### config.mk
export PLATFORM = sky130hd
export DESIGN_NAME = fir_dma_flat
export DESIGN_NICKNAME = d
export VERILOG_FILES = /design/src/rtl/fir_dma_if.sv /design/src/rtl/fir_dma.sv /design/src/flat_wrapper.sv
export SDC_FILE = /design/constraint.sdc
export NUM_CORES = 1
export LEC_CHECK = 0
export ABC_AREA = 0
export BUFFER_PORTS_ARGS = -buffer_cell sky130_fd_sc_hd__buf_2
export CAP_MARGIN = 20
export CELL_PAD_IN_SITES_DETAIL_PLACEMENT = 0
export CELL_PAD_IN_SITES_GLOBAL_PLACEMENT = 2
export CORE_ASPECT_RATIO = 0.6
export CORE_UTILIZATION = 37
export CTS_CLUSTER_DIAMETER = 100
export DETAILED_ROUTE_END_ITERATION = 8
export PLACE_DENSITY = 0.95
export RECOVER_POWER = 25
export SLEW_MARGIN = 20
export SYNTH_ARGS = -nofsm -noshare
export SYNTH_HDL_FRONTEND = slang
export SYNTH_SLANG_ARGS = --single-unit
### constraint.sdc
create_clock -name axis_clk -period 8.7 [get_ports axis_clk]
set_clock_uncertainty 0.15 [all_clocks]
set_input_delay 0.435 -clock axis_clk [delete_from_list [all_inputs] [get_ports axis_clk]]
set_output_delay 0.435 -clock axis_clk [all_outputs]
set_load 0.005 [all_outputs]
### src/rtl/fir_dma_if.sv
// fir_dma_if: bus bundle between the FIR DMA mover and its environment.
//   mem_*  single-port word SRAM (EN, byte WE, byte address, Di, Do)
//   ss_*   AXI-Stream towards the FIR engine input
//   sm_*   AXI-Stream from the FIR engine output
// Modports:
//   master  DMA side (drives SRAM controls, ss_* payload, sm_tready)
//   slave   environment side (SRAM read data, FIR stream signals)
interface fir_dma_if #(
  parameter int pADDR_WIDTH = 12,
  parameter int pDATA_WIDTH = 32
);
  logic                   mem_EN;
  logic [3:0]             mem_WE;
  logic [pADDR_WIDTH-1:0] mem_A;
  logic [pDATA_WIDTH-1:0] mem_Di;
  logic [pDATA_WIDTH-1:0] mem_Do;

  logic                   ss_tvalid;
  logic [pDATA_WIDTH-1:0] ss_tdata;
  logic                   ss_tlast;
  logic                   ss_tready;

  logic                   sm_tvalid;
  logic [pDATA_WIDTH-1:0] sm_tdata;
  logic                   sm_tlast;
  logic                   sm_tready;

  modport master (
    output mem_EN, mem_WE, mem_A, mem_Di,
    input  mem_Do,
    output ss_tvalid, ss_tdata, ss_tlast,
    input  ss_tready,
    input  sm_tvalid, sm_tdata, sm_tlast,
    output sm_tready
  );

  modport slave (
    input  mem_EN, mem_WE, mem_A, mem_Di,
    output mem_Do,
    input  ss_tvalid, ss_tdata, ss_tlast,
    output ss_tready,
    output sm_tvalid, sm_tdata, sm_tlast,
    input  sm_tready
  );
endinterface

### src/rtl/fir_dma.sv
// fir_dma: memory-to-stream / stream-to-memory mover around the FIR engine.
// Fetches len samples from SRAM at src_base and streams them on ss_*,
// writes every sm_* result back to SRAM at dst_base.
// Ports:
//   axis_clk, axis_rst   clock, synchronous active-high reset
//   start                one-cycle pulse, accepted only while idle
//   src_base, dst_base   word-aligned byte addresses
//   len                  sample count
//   busy                 high while the transfer runs
//   done                 one-cycle completion pulse
//   err                  sticky tlast mismatch flag, cleared by a new start
//   bus                  fir_dma_if master: SRAM port and both streams
module fir_dma #(
  parameter int pADDR_WIDTH = 12,
  parameter int pDATA_WIDTH = 32
) (
  input  logic                   axis_clk,
  input  logic                   axis_rst,
  input  logic                   start,
  input  logic [pADDR_WIDTH-1:0] src_base,
  input  logic [pADDR_WIDTH-1:0] dst_base,
  input  logic [pDATA_WIDTH-1:0] len,
  output logic                   busy,
  output logic                   done,
  output logic                   err,
  fir_dma_if.master              bus
);

  typedef enum logic [1:0] {S_IDLE, S_RUN, S_DONE} state_t;

  state_t                 state_q;
  logic [pADDR_WIDTH-1:0] src_q, dst_q;
  logic [pDATA_WIDTH-1:0] len_q, rd_cnt_q, wr_cnt_q, sent_cnt_q;
  logic [pDATA_WIDTH-1:0] wr_cnt_d, sent_cnt_d, len_m1;
  logic                   err_q;
  logic                   rd_pend_q;
  logic [1:0]             fifo_cnt_q;
  logic [pDATA_WIDTH-1:0] fifo0_q, fifo1_q;

  logic                   run, wr_fire, rd_issue, ss_valid, pop;
  logic [1:0]             occ;
  logic [pADDR_WIDTH-1:0] rd_addr, wr_addr;

  assign len_m1  = len_q - pDATA_WIDTH'(1);
  assign rd_addr = src_q + {rd_cnt_q[pADDR_WIDTH-3:0], 2'b00};
  assign wr_addr = dst_q + {wr_cnt_q[pADDR_WIDTH-3:0], 2'b00};

  always_comb begin
    run           = (state_q == S_RUN);
    bus.sm_tready = run && (wr_cnt_q < len_q);
    wr_fire       = bus.sm_tvalid && bus.sm_tready;

    // The word returned by last cycle's read counts as FIFO content right
    // away (it sits on mem_Do), so the stream sees it one cycle after issue.
    ss_valid      = (fifo_cnt_q != 2'd0) || rd_pend_q;
    pop           = ss_valid && bus.ss_tready;
    occ           = fifo_cnt_q + {1'b0, rd_pend_q};
    rd_issue      = run && (rd_cnt_q < len_q) && (occ < 2'd2) && !wr_fire;

    bus.ss_tvalid = ss_valid;
    if (fifo_cnt_q != 2'd0) begin
      bus.ss_tdata = fifo0_q;
    end else if (rd_pend_q) begin
      bus.ss_tdata = bus.mem_Do;
    end else begin
      bus.ss_tdata = '0;
    end
    bus.ss_tlast  = ss_valid && (sent_cnt_q == len_m1);

    bus.mem_EN    = wr_fire || rd_issue;
    bus.mem_WE    = wr_fire ? 4'hF : 4'h0;
    if (wr_fire) begin
      bus.mem_A = wr_addr;
    end else if (rd_issue) begin
      bus.mem_A = rd_addr;
    end else begin
      bus.mem_A = '0;
    end
    bus.mem_Di    = wr_fire ? bus.sm_tdata : '0;

    wr_cnt_d      = wr_fire ? wr_cnt_q + pDATA_WIDTH'(1) : wr_cnt_q;
    sent_cnt_d    = pop ? sent_cnt_q + pDATA_WIDTH'(1) : sent_cnt_q;

    busy          = run;
    done          = (state_q == S_DONE);
    err           = err_q;
  end

  always_ff @(posedge axis_clk) begin
    if (axis_rst) begin
      state_q    <= S_IDLE;
      src_q      <= '0;
      dst_q      <= '0;
      len_q      <= '0;
      rd_cnt_q   <= '0;
      wr_cnt_q   <= '0;
      sent_cnt_q <= '0;
      err_q      <= 1'b0;
      rd_pend_q  <= 1'b0;
      fifo_cnt_q <= '0;
      fifo0_q    <= '0;
      fifo1_q    <= '0;
    end else begin
      rd_pend_q <= rd_issue;

      // Storage holds what is left of {fifo0, fifo1, mem_Do} after a pop.
      // The issue rule keeps occupancy plus in-flight reads at two or less.
      case ({rd_pend_q, pop})
        2'b10: begin
          if (fifo_cnt_q == 2'd0) begin
            fifo0_q <= bus.mem_Do;
          end else begin
            fifo1_q <= bus.mem_Do;
          end
          fifo_cnt_q <= fifo_cnt_q + 2'd1;
        end
        2'b01: begin
          fifo0_q    <= fifo1_q;
          fifo_cnt_q <= fifo_cnt_q - 2'd1;
        end
        2'b11: begin
          if (fifo_cnt_q == 2'd1) begin
            fifo0_q <= bus.mem_Do;
          end else if (fifo_cnt_q == 2'd2) begin
            fifo0_q <= fifo1_q;
            fifo1_q <= bus.mem_Do;
          end
        end
        default: ;
      endcase

      case (state_q)
        S_IDLE: begin
          if (start) begin
            src_q      <= src_base;
            dst_q      <= dst_base;
            len_q      <= len;
            rd_cnt_q   <= '0;
            wr_cnt_q   <= '0;
            sent_cnt_q <= '0;
            err_q      <= 1'b0;
            state_q    <= (len == '0) ? S_DONE : S_RUN;
          end
        end
        S_RUN: begin
          if (rd_issue) begin
            rd_cnt_q <= rd_cnt_q + pDATA_WIDTH'(1);
          end
          wr_cnt_q   <= wr_cnt_d;
          sent_cnt_q <= sent_cnt_d;
          // tlast must appear on exactly the final result beat.
          if (wr_fire && (bus.sm_tlast != (wr_cnt_q == len_m1))) begin
            err_q <= 1'b1;
          end
          // Next-state counts so done lands one cycle after the last handshake.
          if ((wr_cnt_d == len_q) && (sent_cnt_d == len_q)) begin
            state_q <= S_DONE;
          end
        end
        S_DONE: begin
          state_q <= S_IDLE;
        end
        default: begin
          state_q <= S_IDLE;
        end
      endcase
    end
  end

endmodule

### src/flat_wrapper.sv
// flat-port wrapper written by rule: the top's interface ports become plain ports
module fir_dma_flat 
#(
  parameter int pADDR_WIDTH = 12,
  parameter int pDATA_WIDTH = 32
)
  (axis_clk, axis_rst, start, src_base, dst_base, len, busy, done, err, bus_mem_EN, bus_mem_WE, bus_mem_A, bus_mem_Di, bus_mem_Do, bus_ss_tvalid, bus_ss_tdata, bus_ss_tlast, bus_ss_tready, bus_sm_tvalid, bus_sm_tdata, bus_sm_tlast, bus_sm_tready);
  fir_dma_if #(.pADDR_WIDTH(pADDR_WIDTH), .pDATA_WIDTH(pDATA_WIDTH)) bus_i ();
  input  logic axis_clk;
  input  logic axis_rst;
  input  logic start;
  input  logic [pADDR_WIDTH-1:0] src_base;
  input  logic [pADDR_WIDTH-1:0] dst_base;
  input  logic [pDATA_WIDTH-1:0] len;
  output logic busy;
  output logic done;
  output logic err;
  output wire logic [$bits(bus_i.mem_EN)-1:0] bus_mem_EN;
  output wire logic [$bits(bus_i.mem_WE)-1:0] bus_mem_WE;
  output wire logic [$bits(bus_i.mem_A)-1:0] bus_mem_A;
  output wire logic [$bits(bus_i.mem_Di)-1:0] bus_mem_Di;
  input wire logic [$bits(bus_i.mem_Do)-1:0] bus_mem_Do;
  output wire logic [$bits(bus_i.ss_tvalid)-1:0] bus_ss_tvalid;
  output wire logic [$bits(bus_i.ss_tdata)-1:0] bus_ss_tdata;
  output wire logic [$bits(bus_i.ss_tlast)-1:0] bus_ss_tlast;
  input wire logic [$bits(bus_i.ss_tready)-1:0] bus_ss_tready;
  input wire logic [$bits(bus_i.sm_tvalid)-1:0] bus_sm_tvalid;
  input wire logic [$bits(bus_i.sm_tdata)-1:0] bus_sm_tdata;
  input wire logic [$bits(bus_i.sm_tlast)-1:0] bus_sm_tlast;
  output wire logic [$bits(bus_i.sm_tready)-1:0] bus_sm_tready;
  assign bus_mem_EN = bus_i.mem_EN;
  assign bus_mem_WE = bus_i.mem_WE;
  assign bus_mem_A = bus_i.mem_A;
  assign bus_mem_Di = bus_i.mem_Di;
  assign bus_i.mem_Do = bus_mem_Do;
  assign bus_ss_tvalid = bus_i.ss_tvalid;
  assign bus_ss_tdata = bus_i.ss_tdata;
  assign bus_ss_tlast = bus_i.ss_tlast;
  assign bus_i.ss_tready = bus_ss_tready;
  assign bus_i.sm_tvalid = bus_sm_tvalid;
  assign bus_i.sm_tdata = bus_sm_tdata;
  assign bus_i.sm_tlast = bus_sm_tlast;
  assign bus_sm_tready = bus_i.sm_tready;
  fir_dma #(.pADDR_WIDTH(pADDR_WIDTH), .pDATA_WIDTH(pDATA_WIDTH)) u_core (.axis_clk(axis_clk), .axis_rst(axis_rst), .start(start), .src_base(src_base), .dst_base(dst_base), .len(len), .busy(busy), .done(done), .err(err), .bus(bus_i));
endmodule
* After elaboration in Yosys (flattened, before gate mapping)
Cells that the tools add are included.
** Word-level totals
- Bits in registers :: 222
- Latch bits :: 0
- Memory bits (writable) :: 0
- Memory bits (read-only) :: 0
- Input bits :: 126
- Output and inout port bits :: 87
- Word-level logic and storage cells :: 101
- Memories :: 0
** Operators by class
- Add/subtract/negate cells :: 9
- Multiply operators :: 0
- Divide/modulo/power cells :: 0
- Magnitude comparators :: 3
- Eq/ne operators :: 21
- Shift-type cells :: 0
- Muxes and demuxes :: 29
- Bitwise operators :: 0
- Reduce and logical (&&, ||, !) cells :: 27
** Operator list (number)
- two-way mux 32 bit :: 13
- case mux 32 bit (2 select lines) :: 4
- equality test 32 bit :: 4
- adder 32 x 1 -> 32 bit, second input constant :: 3
- case mux 32 bit (3 select lines) :: 1
- < comparator 32 bit :: 2
- logical NOT 32 bit :: 1
- subtractor 32 x 1 -> 32 bit, second input constant :: 1
- adder 12 bit :: 2
- two-way mux 12 bit :: 2
- != test 2 x 1 -> 1 bit, second input constant :: 5
- logical AND 1 bit :: 9
- AND reduction 3 bit :: 3
- equality test 2 bit, second input constant :: 4
- case mux 2 bit (2 select lines) :: 2
- nonzero test 2 bit :: 4
- equality test 2 x 1 -> 1 bit, second input constant :: 3
- two-way mux 2 bit :: 3
- != test 2 bit, second input constant :: 3
- AND reduction 2 bit :: 3
- logical NOT 2 bit :: 2
- two-way mux 4 bit :: 1
- AND reduction 4 bit :: 1
- != test 3 x 1 -> 1 bit, second input constant :: 1
- other kinds (10) :: 12

* Longest topological paths before layout
- Depth after elaboration :: 8
- Depth in mapped cells :: 16
- Mapped depth without buffers :: 13

* Worst setup path before layout
Ideal clock, no wire load.
- Path kind :: flip-flop to flip-flop
- Start :: reg u_core.len_q[10]
- End :: reg u_core.state_q[1]
- Setup time :: 0.073 ns
- Data arrival time :: 3.777 ns
- Required time :: 8.477 ns
- Slack :: 4.700 ns
- Cell stages (with the launch flop) :: 14
- Buffers on the path :: 1
- Clock period less this slack :: 4.000 ns
- Path through :: dfxtp_1 -> buf_2 -> inv_1 -> ha_1 -> a21o_1 -> a2111oi_0 -> nor2_1 -> o311a_4 -> nor4_1 -> xnor2_1 -> nand2_1 -> or4_1 -> o41a_1 -> nor3_2
** On the way
- Cells in the longest elaborated chain, start to end :: 8
- Elaborated cells between the ends (all ways) :: 9
- Classes of those cells :: 1 x order compare; 3 x eq/ne; 1 x mux; 4 x reduce/logical
** Ends and longest elaborated chain
- start: declaration :: RTL line fir_dma.sv:33 : logic [pDATA_WIDTH-1:0] len_q, rd_cnt_q, wr_cnt_q, sent_cnt_q;
- start signal: assignment :: RTL line fir_dma.sv:137 : len_q <= len;
- < comparator 32 bit :: RTL line fir_dma.sv:50 : bus.sm_tready = run && (wr_cnt_q < len_q);
- logical AND 1 bit :: RTL line fir_dma.sv:50
- logical AND 1 bit :: RTL line fir_dma.sv:51 : wr_fire = bus.sm_tvalid && bus.sm_tready;
- two-way mux 32 bit :: RTL line fir_dma.sv:81 : wr_cnt_d = wr_fire ? wr_cnt_q + pDATA_WIDTH'(1) : wr_cnt_q;
- equality test 32 bit :: RTL line fir_dma.sv:156 : if ((wr_cnt_d == len_q) && (sent_cnt_d == len_q)) begin
- logical AND 1 bit * :: RTL line fir_dma.sv:156
- != test 2 x 1 -> 1 bit (no source line) *
- AND reduction 2 bit (no source line) *
- end signal: assignment :: RTL line fir_dma.sv:142 : state_q <= (len == '0) ? S_DONE : S_RUN;
- end: declaration :: RTL line fir_dma.sv:31 : state_t state_q;
Every way passes the cells marked *; elsewhere a longest branch is shown, timed or not.
A chain may end at the register's enable or synchronous reset.

* Worst setup path after layout
- Start :: reg u_core.state_q[1]
- End :: reg u_core.state_q[1]
** On the way
- Cells in the longest elaborated chain, start to end :: 8
- Elaborated cells between the ends (all ways) :: 11
- Classes of those cells :: 4 x eq/ne; 2 x mux; 5 x reduce/logical
** Ends and longest elaborated chain (RTL line)
- equality test 2 x 1 -> 1 bit :: fir_dma.sv:49, fir_dma.sv:132
- logical AND 1 bit :: fir_dma.sv:50
- logical AND 1 bit :: fir_dma.sv:51
- two-way mux 32 bit :: fir_dma.sv:81
- equality test 32 bit :: fir_dma.sv:156
- logical AND 1 bit :: fir_dma.sv:156
- != test 2 x 1 -> 1 bit (no source line)
- AND reduction 2 bit (no source line)
Parallel ways exist; a longest one is shown, timed or not.

==> key figures <==
Global route
  • All-Layer GR Usage: 0.263
  • Vias in the first global route: 15,000
  • First-pass GRT wire length: 91.2 mm
  • Global route overflow: 0
  • Largest net degree at the start of global routing: 101
  • Initial antenna violation count: 2

Hold path
  • Hold WC Path Type: in -> reg

Critical path
  • Critical path cell sequence: nand2b_2 -> buf_4 -> clkinv_2 -> clkbuf_1 -> o211ai_1 -> a211oi_1 -> and2_1 -> nand3_1 -> buf_4 -> inv_1 -> buf_4 -> o211ai_1 -> a211o_1 -> or4_1 -> o41a_1 -> nor3_2
  • CP max FO: 49
  • Worst Path Required: 9040 ps
  • CP Capture Type: flip-flop
  • Slowest-stage cell, CP: clkbuf_1
  • Data arrival time of the worst path: 6780 ps
  • Crit-path max cell delay: 1550 ps
  • FF-to-FF setup slack: 2260 ps
  • CP most frequent cell: buf_4
  • Crit path max-delay family: buffers and inverters
  • WS Path Type: reg -> reg
  • Startpoint types: flip-flop
  • Buffers & Inverters on Critical Path: 6

STA
  • Final setup TNS: 0 ps
  • Minimum clock period: 6440 ps
  • Max-slew violation count: 162
  • Hold slack: 12.9 ps
  • Actual slew at the worst max-slew pin: 3040 ps
  • RSZ-0062 raised after global routing: no
  • Slew HR: -1.03
  • Final Hold Fails: 0
  • Final setup fails: 0
  • Max Freq: 155 MHz
  • Fin crit share: 0.740

Logic synthesis
  • FF+latch count, synth: 222
  • Largest area contributor in the netlist: dfxtp_1
  • Cells after Synth: 2,188
  • Post-Syn Area per Cell: 7.48 um^2
  • Warnings, synthesis: 0
  • Count of flip-flops with a built-in enable after synthesis: 0
  • Top cell type's share of synthesized area: 0.272
  • Count of cell types in the netlist: 85
  • Post-Syn Area: 16,400 um^2
  • Share of the yosys chip area belonging to registers: 0.272
  • Syn nets: 2,404
  • Async SR Flop Fraction: 0
  • Dominant cells by area after synthesis: dfxtp_1 27%, nand2_1 6.8%, ha_1 6.7%
  • Prevailing post-synth register cell: dfxtp_1

Placed design
  • Port-buffer cells: 212
  • GP Congestion: 0.980
  • Final HPWL DP: 45.2 mm

Detailed routing
  • Via Count: 16,900
  • Detailed Route Iter0 Violations: 1,582
  • Vias/cell: 5.72
  • First-pass detailed-route iteration total: 5
  • Wirelength per Cell: 20.7 um
  • Final wirelength: 61.2 mm
  • Antenna Nets Post-Route: 0
  • Post-route DRC: 0

Floorplan
  • Row count: 59
  • Io pins: 213
  • Die Ht: 165 um
  • Initial Util: 0.376
  • Core Area: 43,500 um^2
  • Die Span X: 273 um
  • Die area: 45,100 um^2

Cells and area
  • Most frequent cells in the layout: 294 x nand2_1, 222 x dfxtp_1, 196 x buf_2, 188 x a21oi_1, 156 x nor2_1
  • P&R area growth vs syn: 17.6%
  • Share of cells above drive strength 1: 0.127
  • Nets: 2,575
  • Layout filler cell count: 4,402
  • ANT cells: 0
  • Most common cell after layout, fill and taps aside: nand2_1

Flow run
  • # Max-Cap Violations: 3

Pwr
  • Maximum vdd drop: 0.128 mV
  • Leakage: 0.00750 uW
  • P per Cell Area: 178 nW/um^2

Clock network
  • Clock Pin Slew Worst Setup and Hold Paths: 70 ps
  • Clk Latency, worst-skew pair: 570 ps
  • Setup bufs post-CTS: 0
  • CTS tree: yes
  • Inserted Clock Buffers: 25
  • Clock Tree Buf Depth: 3
  • Post-CTS sizing: 0
  • H-tree depth: 1
  • Hold-fix buffers, CTS: 73
  • Root Driver: clkbuf_16
  • Clk sinks: 222

Outcome
  • Status: complete, but fails checks
  • Failing checks: max-capacitance violations, max-slew violations
sequential cells by signal, indices dropped and copies added, names as in the netlist, 2 cells and up:
register,count
u_core.wr_cnt_q,32
u_core.dst_q,12
u_core.fifo_cnt_q,2
u_core.fifo0_q,32
u_core.rd_cnt_q,32
u_core.len_q,32
u_core.fifo1_q,32
u_core.state_q,2
u_core.src_q,12
u_core.sent_cnt_q,32
cells in the mapped netlist, drive strengths merged (22+ instances only):
cell,n
nand2,296
dfxtp,222
a21oi,188
nor2,157
clkbuf,122
xnor2,113
o21ai,105
inv,99
ha,88
nand3,84
xor2,69
nand4,59
nor3,58
a211oi,55
and2,53
nor4,43
mux2i,40
buf,39
a21o,22
a31oi,22
and3,22
stage by stage:
step | worst slack (ps) | cells | cell area (um^2) | utilization | total power, uW
floorplan | 4700 | 2188 | 16400 | - | 1890
global placement | 3520 | 2837 | 17600 | 0.405 | 2210
detailed placement | 3320 | 2837 | 17600 | 0.405 | 2220
CTS | 3240 | 2956 | 19200 | 0.442 | 3430
global route | 2000 | 2957 | 19200 | 0.442 | 3610
finish | 2260 | 2957 | 19200 | 0.442 | 3430
area by class of cell:
cell class	instances	area [um^2]	share of cell area
Timing Repair Buffer	306	1950	0.101
Clock buffer	31	688	0.0358
Inverter	100	377	0.0196
Tap cell	579	724	0.0377
Multi-Input combinational cell	1704	10900	0.564
Clock inverter	15	203	0.0105
Sequential cell	222	4440	0.231
final timing paths:
kind | from | end | cells after the start
min reg2reg | u_core.fifo1_q[21]$_SDFFE_PP0P_ | u_core.fifo1_q[21]$_SDFFE_PP0P_ | 2
min | len[29] | u_core.len_q[29]$_SDFFE_PP0P_ | 3
max reg2reg | u_core.state_q[1]$_SDFFE_PP0P_ | u_core.state_q[1]$_SDFFE_PP0P_ | 16
max | u_core.state_q[1]$_SDFFE_PP0P_ | u_core.state_q[1]$_SDFFE_PP0P_ | 16
metal layers:
metal / global-route usage / part of all wire / vias to the layer above
met1: 0.408 / 0.50 / 8001
met4: 0.0457 / 0.013 / 2
met3: 0.0896 / 0.12 / 62
met2: 0.338 / 0.37 / 751
met5: 0 / 0.00020 / -
li1: - / - / 8110
where the power goes:
group | internal (uW) | switching (uW)
registers | 1120 | 79.7
logic | 383 | 670
clock network | 685 | 494
total | 2180 | 1240
cell families (layout without fill, tap and decap cells):
kind of cell               Yosys count  in the layout  share of synthesized area
muxes                               42             42                     0.0258
DFF                                222            222                      0.272
buffers and inverters              262            452                     0.0676
AOI/OAI and AO/OA                  525            525                      0.201
adders and majority gates           90             90                     0.0697
xor gates and xnor gates           182            182                     0.0986
and+or+nand+nor                    865            865                      0.265
worst register-to-register path: cells and delay by family (launching register included):
| family | cells | cell delay (ps) |
|---|---|---|
| AO/OA/AOI/OAI | 5 | 1640 |
| AND/OR/NAND/NOR | 5 | 1510 |
| buffers and inverters | 6 | 2680 |
| flip-flops | 1 | 380 |
(Power assumes the default switching activity.)
